$ cat src/rtl/sum_operator_multi_pkg.sv
// Shared types and constants for the multi-order running-sum reconstruction path.
// Sample arithmetic is modulo 2^OUT_RES so it exactly undoes the modular difference stage.
package sum_operator_multi_pkg;

  localparam int OUT_RES = 16;
  localparam int J       = 3;
  localparam int N       = 2;

  typedef logic signed [OUT_RES-1:0] sample_t;

  typedef enum logic {
    IDLE = 1'b0,
    RUN  = 1'b1
  } state_t;

  // Wrapping add: the result is truncated to the sample width, never saturated.
  function automatic sample_t add_mod(input sample_t a, input sample_t b);
    return sample_t'(a + b);
  endfunction

endpackage

$ cat src/rtl/sum_operator_multi_prefix_adder_row.sv
// Combinational running sum over one frame, seeded by the carry from the previous frame.
module prefix_adder_row
  import sum_operator_multi_pkg::*;
#(
  parameter int ROWS = J + 1
) (
  input  sample_t carry_in,
  input  sample_t row_in  [ROWS],
  output sample_t row_out [ROWS]
);

  sample_t run_sum;

  always_comb begin
    run_sum = carry_in;
    for (int i = 0; i < ROWS; i++) begin
      run_sum    = add_mod(run_sum, row_in[i]);
      row_out[i] = run_sum;
    end
  end

endmodule

$ cat src/rtl/sum_operator_multi.sv
// Undoes an ORDERS-th order finite difference, one running-sum order per clock,
// carrying the last row of each order across frames so decoding is continuous.
module sum_operator_multi
  import sum_operator_multi_pkg::*;
#(
  parameter int ROWS       = J + 1,
  parameter int ORDERS     = N,
  parameter int STAGE_BITS = $clog2(ORDERS + 1)
) (
  input  logic    clk,
  input  logic    reset,
  input  logic    en,
  input  sample_t in        [ROWS],
  output logic    busy,
  output sample_t out       [ROWS],
  output logic    out_valid,
  output logic    drop
);

  state_t                state_q;
  logic [STAGE_BITS-1:0] stage_q;
  logic                  busy_q;
  logic                  out_valid_q;
  logic                  drop_q;
  sample_t               acc_q   [ROWS];
  sample_t               out_q   [ROWS];
  sample_t               carry_q [ORDERS];

  sample_t carry_sel;
  sample_t acc_d [ROWS];

  // Stage counts down from ORDERS to 1; order k+1 uses carry slot k.
  always_comb begin
    carry_sel = '0;
    for (int k = 0; k < ORDERS; k++) begin
      if (stage_q == STAGE_BITS'(k + 1)) carry_sel = carry_q[k];
    end
  end

  prefix_adder_row #(
    .ROWS(ROWS)
  ) u_prefix (
    .carry_in(carry_sel),
    .row_in  (acc_q),
    .row_out (acc_d)
  );

  always_ff @(posedge clk) begin
    if (reset) begin
      state_q     <= IDLE;
      stage_q     <= '0;
      busy_q      <= 1'b0;
      out_valid_q <= 1'b0;
      drop_q      <= 1'b0;
      for (int i = 0; i < ROWS; i++) begin
        acc_q[i] <= '0;
        out_q[i] <= '0;
      end
      for (int k = 0; k < ORDERS; k++) carry_q[k] <= '0;
    end else begin
      out_valid_q <= 1'b0;
      case (state_q)
        IDLE: begin
          if (en) begin
            acc_q   <= in;
            stage_q <= STAGE_BITS'(ORDERS);
            busy_q  <= 1'b1;
            state_q <= RUN;
          end
        end
        RUN: begin
          // A frame arriving mid-integration is discarded, only flagged.
          if (en) drop_q <= 1'b1;
          acc_q   <= acc_d;
          stage_q <= stage_q - STAGE_BITS'(1);
          for (int k = 0; k < ORDERS; k++) begin
            if (stage_q == STAGE_BITS'(k + 1)) carry_q[k] <= acc_d[ROWS-1];
          end
          if (stage_q == STAGE_BITS'(1)) begin
            out_q       <= acc_d;
            out_valid_q <= 1'b1;
            busy_q      <= 1'b0;
            state_q     <= IDLE;
          end
        end
        default: state_q <= IDLE;
      endcase
    end
  end

  assign busy      = busy_q;
  assign out       = out_q;
  assign out_valid = out_valid_q;
  assign drop      = drop_q;

endmodule
$ cat config.mk
export PLATFORM = sky130hd
export DESIGN_NAME = sum_operator_multi
export DESIGN_NICKNAME = d
export VERILOG_FILES = /design/src/rtl/sum_operator_multi_pkg.sv /design/src/rtl/sum_operator_multi_prefix_adder_row.sv /design/src/rtl/sum_operator_multi.sv
export SDC_FILE = /design/constraint.sdc
export NUM_CORES = 1
export LEC_CHECK = 0
export CORE_ASPECT_RATIO = 1.25
export CORE_MARGIN = 4
export CORE_UTILIZATION = 55
export DETAILED_ROUTE_END_ITERATION = 8
export PLACE_DENSITY_LB_ADDON = 0.2
export SLEW_MARGIN = 10
export SYNTH_ARGS = -nofsm -noshare
export SYNTH_HDL_FRONTEND = slang
export SYNTH_SLANG_ARGS = --single-unit
$ cat constraint.sdc
create_clock -name clk -period 7.8 [get_ports clk]
set_clock_uncertainty 0.2 [all_clocks]
set_input_delay 1.17 -clock clk [delete_from_list [all_inputs] [get_ports clk]]
set_output_delay 1.17 -clock clk [all_outputs]
set_load 0.05 [all_outputs]
# --- Word-level counts from Yosys, hierarchy flattened ---
# Memories as Yosys holds them, arrays and structs flattened.
# Index checks and enable logic that the tools add are counted.
totals:
  reg_bits: 134
  latch_bits: 0
  ram_bits: 32
  mem_bits_ro: 0
  output_inout_bits: 67
  n_memories: 1
classes:
  addsub: 5
  mul: 0
  div_mod_pow: 0
  magnitude_cmp: 0
  eq_ne: 4
  shift: 0
  muxes: 24
  n_bitwise: 3
  n_reduce_logical: 3
mem_list:
  columns: ["memory", "depth", "width", "rd", "rd_ports_with_merged_regs", "write_ports", "line_no", "source"]
  rows:
  - ["carry_q", 2, 16, 2, 0, 2, "sum_operator_multi.sv:27", "sample_t carry_q [ORDERS];"]
ops:
  columns: ["operator", "n"]
  rows:
  - ["$pmux W64 S2", 1]
  - ["$add A16 B16 Y16", 4]
  - ["$mux W16", 4]
  - ["$mux W64", 1]
  - ["$mux W1", 14]
  - ["$reduce_and A2 Y1", 3]
  - ["$pmux W1 S2", 2]
  - ["$pmux W2 S2", 1]
  - ["$eq A2 B1 Y1 const B", 1]
  - ["$eq A2 B2 Y1 const B", 1]
  - ["$mux W2", 1]
  - ["$ne A2 B1 Y1 const B", 1]
  - ["$ne A2 B2 Y1 const B", 1]
  - ["$or A1 B1 Y1", 2]
  - ["$sub A2 B1 Y2 const B", 1]
  - ["$not A1 Y1", 1]

# --- Logic depth before layout (Yosys ltp) ---
# Gate-level depths: netlist of the first run.
depth:
  word_depth: 8
  ltp_mapped: 35
  ltp_nobuf: 33

# --- By module ---
# From an unflattened synthesis of the first run, not the netlist that was laid out.
unflattened:
  cells_unflattened: 1072
  hier_area_um2: 10281.1
modules_own_cells:
  columns: ["module", "instances", "cells_per_inst", "area_each_um2", "seq_area_each_um2"]
  rows:
  - ["sum_operator_multi", 1, 704, 7403.4, 3643.5]
  - ["prefix_adder_row", 1, 368, 2877.8, 0.0]

# --- Worst setup path after synthesis of the first run ---
# OpenSTA, ideal clock, no wires.
synth_path:
  path_kind: "register to register"
  start: "register stage_q[0]"
  end: "memory carry_q[0][15] (netlist name), data pin"
  setup_time_ns: 0.151
  t_arrival_ns: 6.502
  required_ns: 7.449
  setup_slack_ns: 0.947
  path_stages_with_launch: 32
  n_path_buf: 2
  cell_sequence: "dfxtp_1 > ha_1 > clkbuf_1 > buf_1 > nand2_1 > o21ai_0 > ha_1 > inv_1 > fa_1 > nand3b_1 > nand2_1 > xor2_1 > ha_1 > nor2b_1 > a31o_2 > nor2_1 > xnor2_1 > ha_1 > or4_1 > o221a_2 > o21ai_0 > nand2b_1 > a221o_1 > xor2_1 > ha_1 > nor2b_1 > o21ai_0 > o21ai_1 > o41ai_1 > xor2_1 > xnor3_2 > nor2_1"
synth_lines:
  columns: ["element", "line_no", "source"]
  rows:
  - ["start: declaration", "sum_operator_multi.sv:21", "logic [STAGE_BITS-1:0] stage_q;"]
  - ["start signal: assignment", "sum_operator_multi.sv:66", "stage_q <= STAGE_BITS'(ORDERS);"]
  - ["start signal: assignment", "sum_operator_multi.sv:75", "stage_q <= stage_q - STAGE_BITS'(1);"]
  - ["end: declaration", "sum_operator_multi.sv:27", null]

==> results.yml, run 1 <==
placement:
  pre_cts_slack_ns: 0.4957
  gp_congestion: 0.9645
  dp_hpwl_um: 19630
  port_buffers: 133
  dpl.cell_count: 1379
synthesis:
  syn_area_um2: 9284
  synth-xor-area-share_pct: 5.526
  synth_area_leaders: "dfxtp_1, edfxtp_1, ha_1"
  synth-seq-cells: 166
  syn_inst: 1064
  synth_top_area_cell: "dfxtp_1"
  synthArstFlopShare_pct: 0
  syn_avg_cell_area_um2: 8.725
  syn_nets: 1204
  synth_top_cell_area_share_pct: 28.89
  synth_top_family_by_area: "compound AO/OA/AOI/OAI gates"
  synth_edf_count: 32
  yosys.area_share.simple_pct: 15.85
  yosys_warnings: 0
  synthAdderAreaFrac_pct: 10.16
  synth.distinct_cells: 61
  synth_compound_area_share_pct: 21.05
  synth_seq_area_share_pct: 39.25
  synthMuxAreaShare_pct: 3.922
  ys.flop_type: "dfxtp_1"
route:
  drt-total-wl_um: 26720
  drtPass1Iterations: 5
  viasPerCell: 5.814
  drc: 0
  wl_per_cell_um: 18.94
  ant_nets: 0
  via_count: 8204
  drt_iter0_drc: 620
power_and_ir_drop:
  leakagePower_nw: 4.642
  total_power_mw: 3.589
  powerDensity_nw_per_um2: 314.9
  vdd_drop_max_mv: 0.1849
cts:
  h-tree-depth: 4
  post_cts_buffers: 0
  numCtsBuffers: 17
  cts.clk_slew.worst_paths_ns: 0.07
  clkSinkCount: 166
  cts_tree: "yes"
  insertion_delay_ns: 0.44
  clk_path_buf_depth: 2
  cts-root-buf: "clkbuf_16"
timing:
  drv_slew: 0
  period_minus_slack_ns: 7.267
  fmax_ghz: 0.1376
  hold_viol_final: 0
  max_slew_margin_pct: 26.57
  setup_slack_ns: 0.5330
  worst_pin_slew_ns: 1.101
  finalCritPeriodShare_pct: 93.17
  holdWs_ns: 0.2578
  final-setup-viol-count: 0
global_routing:
  antenna_found_initial: 0
  gr-usage-all-layers_pct: 27.74
  grt_max_degree: 86
  grt_pass1_wl_um: 42590
  overflow: 0
  grt_pass1_vias: 7909
floorplan:
  io_pins: 134
  row_count: 52
  die_y_um: 153.3
  core_um2: 16400
  design.die.area_um2: 19040
  die_x_um: 124.2
  initial_utilization_pct: 56.62
critical_path:
  slowest_stage: "xnor2_1"
  cp-start-kind: "flip-flop"
  cp_common_cell: "ha_1"
  slowest_delay_ns: 0.48
  critPathRequiredTime_ns: 7.88
  path_class: "reg -> reg"
  end_kind: "flip-flop"
  critPathMaxFanout: 13
  cp_data_arrival_time_ns: 7.35
layout:
  fin_nets: 1322
  syn_to_final_growth_pct: 22.78
  stdcell_count: 1411
  final_layout_size_suffix_gt1_share_pct: 6.360
  antennaDiodeCount: 0
hold_path:
  hp-class: "reg -> reg"
outcome:
  outcome: "finished clean"
job:
  cap_viol_max_count: 0
==> layer usage <==
metal  vias to the layer above  global-route usage [%]  share of wire [%]
li1                       4010                       -                  -
met1                      3865                   35.70                 42
met2                       286                   46.96                 49
met3                        43                   5.620                6.1
met4                         0                   8.721                2.4
met5                         -                       0                  0
==> worst max-delay path, delay by kind of cell, from the launching register on <==
family / cells / cell delay [ns]
compound gates: 8 / 1.45
flops: 1 / 0.38
simple gates: 9 / 1.27
buf+inv: 3 / 0.22
xor+xnor: 5 / 1.50
fa+ha+maj: 6 / 2.09
==> synth_stat cells, types with 3 or more instances <==
library cell / instances
dfxtp_1: 134
xor2_1: 18
edfxtp_1: 32
nor2b_1: 37
o21ai_0: 44
nand2b_1: 4
o21bai_1: 4
nor2_1: 139
a21o_1: 7
ha_1: 69
a211o_1: 4
nand3_1: 12
and3_1: 5
o21a_1: 11
a22o_1: 8
inv_1: 42
a2111oi_0: 3
o211ai_1: 5
nor4_1: 3
nand2_1: 112
mux2i_1: 33
mux2_2: 3
clkbuf_1: 49
and2_1: 4
buf_1: 4
a31oi_1: 4
or3_1: 5
nor3_1: 17
fa_1: 4
o211a_1: 3
a211oi_1: 81
xnor2_1: 32
o41ai_1: 3
a21oi_1: 92
==> power breakdown <==
group | switching (mW) | leakage [nW] | total (mW) | internal (mW)
sequential | 0.0606 | 1.43 | 1.04 | 0.977
clock | 0.378 | 0.270 | 0.794 | 0.416
combinational | 1.07 | 2.94 | 1.76 | 0.684
==> path summary, 6_finish.rpt <==
| kind | startpoint | endpoint | slack, ns | depth (start not counted) |
|---|---|---|---|---|
| setup / recovery | stage_q[0] | carry_q[0][31] | 0.53 | 31 |
| hold reg to reg | out[12] | out[12] | 0.26 | 2 |
| hold / removal | out[12] | out[12] | 0.26 | 2 |
| setup reg to reg | stage_q[0] | carry_q[0][31] | 0.53 | 31 |
==> what timing repair did <==
action / in CTS / in global routing
setup endpoints to repair: 0 / 8
resized for setup: 0 / 7
hold buffers: 0 / 0
==> through the flow <==
stage	area (µm²)	utilization (%)	setup TNS (ns)
finish	11400	69.52	0
global route	11400	69.52	-0.03641
CTS	11370	69.34	0
detailed placement	10820	66.01	0
global placement	10820	66.01	0
floorplan	9284	-	0
==> placed cells by master, fill, tap and decap left out, drive strengths merged, types with 24 or more instances in the layout <==
master and instances:
a21oi 92, dfxtp 134, nand2 112, clkdlybuf4s50 131
a211oi 82, edfxtp 32, ha 69, mux2i 33
nor2 139, nor2b 37, buf 24, o21ai 47
inv 50, xnor2 33
==> flip-flops by register name, indices dropped and copies added, names as in the netlist <==
register   cells
carry_q       32
busy           1
state_q        1
acc_q         64
drop           1
out           64
stage_q        2
out_valid      1
==> layout make-up <==
class	count	area, µm²
Fill cell	1367	4997
Tap cell	216	270.3
Inverter	44	165.2
Clock inverter	14	116.4
Clock buffer	18	429.2
Sequential cell	166	3647
Multi-Input combinational cell	798	5279
Timing Repair Buffer	155	1491
==> cell families after synthesis <==
kind of cell             count (synthesis)
flip-flops                             166
AND/OR/NAND/NOR                        341
adder cells (fa/ha/maj)                 73
buffers and inverters                  100
XOR/XNOR                                53
AO/OA/AOI/OAI                          295
multiplexers                            36
Power figures use the tool's default switching activity.
==> inputs of run 2 (changes only) <==
--- a/config.mk
+++ b/config.mk
@@ -7,10 +7,12 @@
 export LEC_CHECK = 0
 export CORE_ASPECT_RATIO = 1.25
 export CORE_MARGIN = 4
-export CORE_UTILIZATION = 55
+export CORE_UTILIZATION = 51
 export DETAILED_ROUTE_END_ITERATION = 8
 export PLACE_DENSITY_LB_ADDON = 0.2
 export SLEW_MARGIN = 10
 export SYNTH_ARGS = -nofsm -noshare
 export SYNTH_HDL_FRONTEND = slang
+export SYNTH_HIERARCHICAL = 1
 export SYNTH_SLANG_ARGS = --single-unit
+export TNS_END_PERCENT = 30
==> constraint.sdc (replaced) <==
create_clock -name clk -period 5.8 [get_ports clk]
set_clock_uncertainty 0.2 [all_clocks]
set_input_delay 0.87 -clock clk [delete_from_list [all_inputs] [get_ports clk]]
set_output_delay 0.87 -clock clk [all_outputs]
set_load 0.05 [all_outputs]
==> results.yml, run 2 <==
critical_path:
  critical_path_buf_inv_count: 7
  slowest_delay_ns: 0.38
  crit_cells: 39
  path_class: "reg -> reg"
  end_kind: "flip-flop"
  reg2reg_depth: 39
  cp-start-kind: "flip-flop"
  critPathRequiredTime_ns: 5.97
  slowest_stage: "fa_2"
  cp_common_cell: "buf_4"
  critPathTopFamily: "adder cells"
  cp_data_arrival_time_ns: 7.05
  critPathMaxFanout: 6
cts:
  clk_path_buf_depth: 2
  cts-root-buf: "clkbuf_16"
  cts_tree: "yes"
  clkSinkCount: 166
  numCtsBuffers: 17
  insertion_delay_ns: 0.45
  cts_hold_buf: 0
  h-tree-depth: 4
  cts.clk_slew.worst_paths_ns: 0.08
floorplan:
  core_um2: 19610
  die_y_um: 166.7
  initial_utilization_pct: 52.42
  row_count: 57
  design.die.area_um2: 22510
  io_pins: 134
  die_x_um: 135.0
layout:
  final_common_cell: "buf_4"
  n_fill_cell: 1231
  final_cell_mix: "buf_4, dfxtp_1, clkdlybuf4s50_1"
  antennaDiodeCount: 0
  stdcell_count: 1675
  syn_to_final_growth_pct: 47.54
  utilization_pct: 77.34
  fin_nets: 1533
  final_layout_size_suffix_gt1_share_pct: 34.26
power_and_ir_drop:
  clock_power_share_pct: 13.8
  p_sw_mw: 3.638
  power_frac_comb_pct: 69.4
  swShare_pct: 41.99
  p_int_mw: 5.027
  powerDensity_nw_per_um2: 571.2
  vdd_drop_max_mv: 0.4201
  total_power_mw: 8.665
  seq_power_share_pct: 16.8
  leakagePower_nw: 6.239
placement:
  port_buffers: 133
  dpl.cell_count: 1602
  dp_hpwl_um: 21550
  gp_congestion: 0.9192
synthesis:
  synth_top_area_cell: "dfxtp_1"
  ys.flop_type: "dfxtp_1"
  syn_area_um2: 10280
  synthArstFlopShare_pct: 0
  syn_nets: 1208
  synth-xor-area-share_pct: 4.284
  synth_area_leaders: "dfxtp_1, edfxtp_1, ha_1"
  synth_edf_count: 32
  synthAdderAreaFrac_pct: 8.689
  synth-seq-cells: 166
  synth.distinct_cells: 74
  syn_avg_cell_area_um2: 9.591
  synthTopCellsByCount: "dfxtp_1, a21oi_1, nor2b_1"
  synth_seq_area_share_pct: 35.44
  synth_top_family_by_area: "compound AO/OA/AOI/OAI gates"
  syn_inst: 1072
  yosys_warnings: 6
  synth_compound_area_share_pct: 25.57
  synth.most_common_cell: "dfxtp_1"
  yosys.area_share.simple_pct: 14.92
  synthMuxAreaShare_pct: 6.438
  synth_top_cell_area_share_pct: 26.09
timing:
  drv_slew: 0
  finalCritPeriodShare_pct: 118.5
  hold_viol_final: 0
  fmax_ghz: 0.1455
  holdWs_ns: 0.2952
  period_minus_slack_ns: 6.875
  rsz0062_at_grt: "yes"
  worst_pin_slew_ns: 0.9898
  final-setup-viol-count: 30
  setup_slack_ns: -1.075
  max_slew_margin_pct: 33.94
route:
  via_count: 9916
  viasPerCell: 5.920
  drtPass1Iterations: 5
  drt-total-wl_um: 35660
  wl_per_cell_um: 21.29
  drc: 0
  ant_nets: 0
  drt_iter0_drc: 758
hold_path:
  hp-class: "reg -> reg"
  hold_depth: 2
global_routing:
  grt_pass1_wl_um: 50540
  grt_max_degree: 87
  antenna_found_initial: 0
  grt_pass1_vias: 9750
  overflow: 0
  gr-usage-all-layers_pct: 27.91
outcome:
  outcome: "finished, violations left"
  violations: "setup timing"
job:
  cap_viol_max_count: 0
run 2: cell types whose count changed after synthesis, moves of 38 or more:
cell / delta
nor2_1: -101
nand2_1: -60
a21bo_1: +55
nand3_1: +56
buf_2: +38
run 2: cell type report:
type                       count  area, µm²  share of cell area, %
multi-input combinational    804       7243                  47.75
tap                          265      331.6                  2.186
clock inverter                15      186.4                  1.229
timing repair buffer         379       3218                  21.22
clock buffer                  17      425.4                  2.805
sequential                   166       3655                  24.09
inverter                      29      108.9                 0.7176
run 2: path summary, 6_finish.rpt:
path / start / to / slack (ns)
hold reg to reg: drop / drop / 0.30
hold / removal: drop / drop / 0.30
setup reg to reg: stage_q[1] / out[15] / -1.08
setup / recovery: stage_q[1] / out[15] / -1.08
run 2: power groups by stage:
| stage | sequential [mW] | combinational, mW | clock, mW |
|---|---|---|---|
| finish | 1.45 | 6.02 | 1.19 |
| global route | 1.47 | 6.27 | 1.26 |
| detailed placement | 1.46 | 4.32 | 0 |
| global placement | 1.45 | 4.27 | 0 |
| floorplan | 1.50 | 2.13 | 0 |
| CTS | 1.43 | 5.02 | 1.19 |
run 2: metal layers:
metal  track usage [%]  wire (µm)
met3             4.526       1835
met5                 0          0
met4             14.38       2216
met1             34.69      14320
met2             46.51      17290
run 2: timing repair:
item | 4_1_cts | 5_1_grt
setup buffers | 29 | 25
pin swaps | 30 | 50
resized for setup | 76 | 133
endpoints found under the hold margin | 0 | 0
endpoints found under the setup margin | 34 | 50
run 2: cells by family (layout without fill, tap and decap cells):
| group | Yosys count | in the layout |
|---|---|---|
| AOI/OAI and AO/OA | 343 | 343 |
| muxes | 66 | 66 |
| and+or+nand+nor | 279 | 279 |
| xor gates and xnor gates | 47 | 47 |
| DFF | 166 | 166 |
| adders and majority gates | 69 | 69 |
| buffers and inverters | 102 | 440 |
run 2: worst reg2reg max path, delay by kind of cell (launching register included):
kind,cells,cell delay [ns]
compound gates,11,1.59
xor+xnor,4,0.99
fa+ha+maj,6,1.66
buf+inv,7,0.84
flops,1,0.36
simple gates,11,1.20
run 2: stage by stage:
step           TNS (ns)  worst slack [ns]  instance area (µm²)
2_1_floorplan    -5.359           -0.7154                10340
3_3_place_gp     -11.11           -0.6686                13150
3_5_place_dp     -15.43           -0.8735                13150
4_1_cts          -9.431           -0.6462                14390
5_1_grt          -22.25            -1.297                15170
6_report         -15.34            -1.075                15170
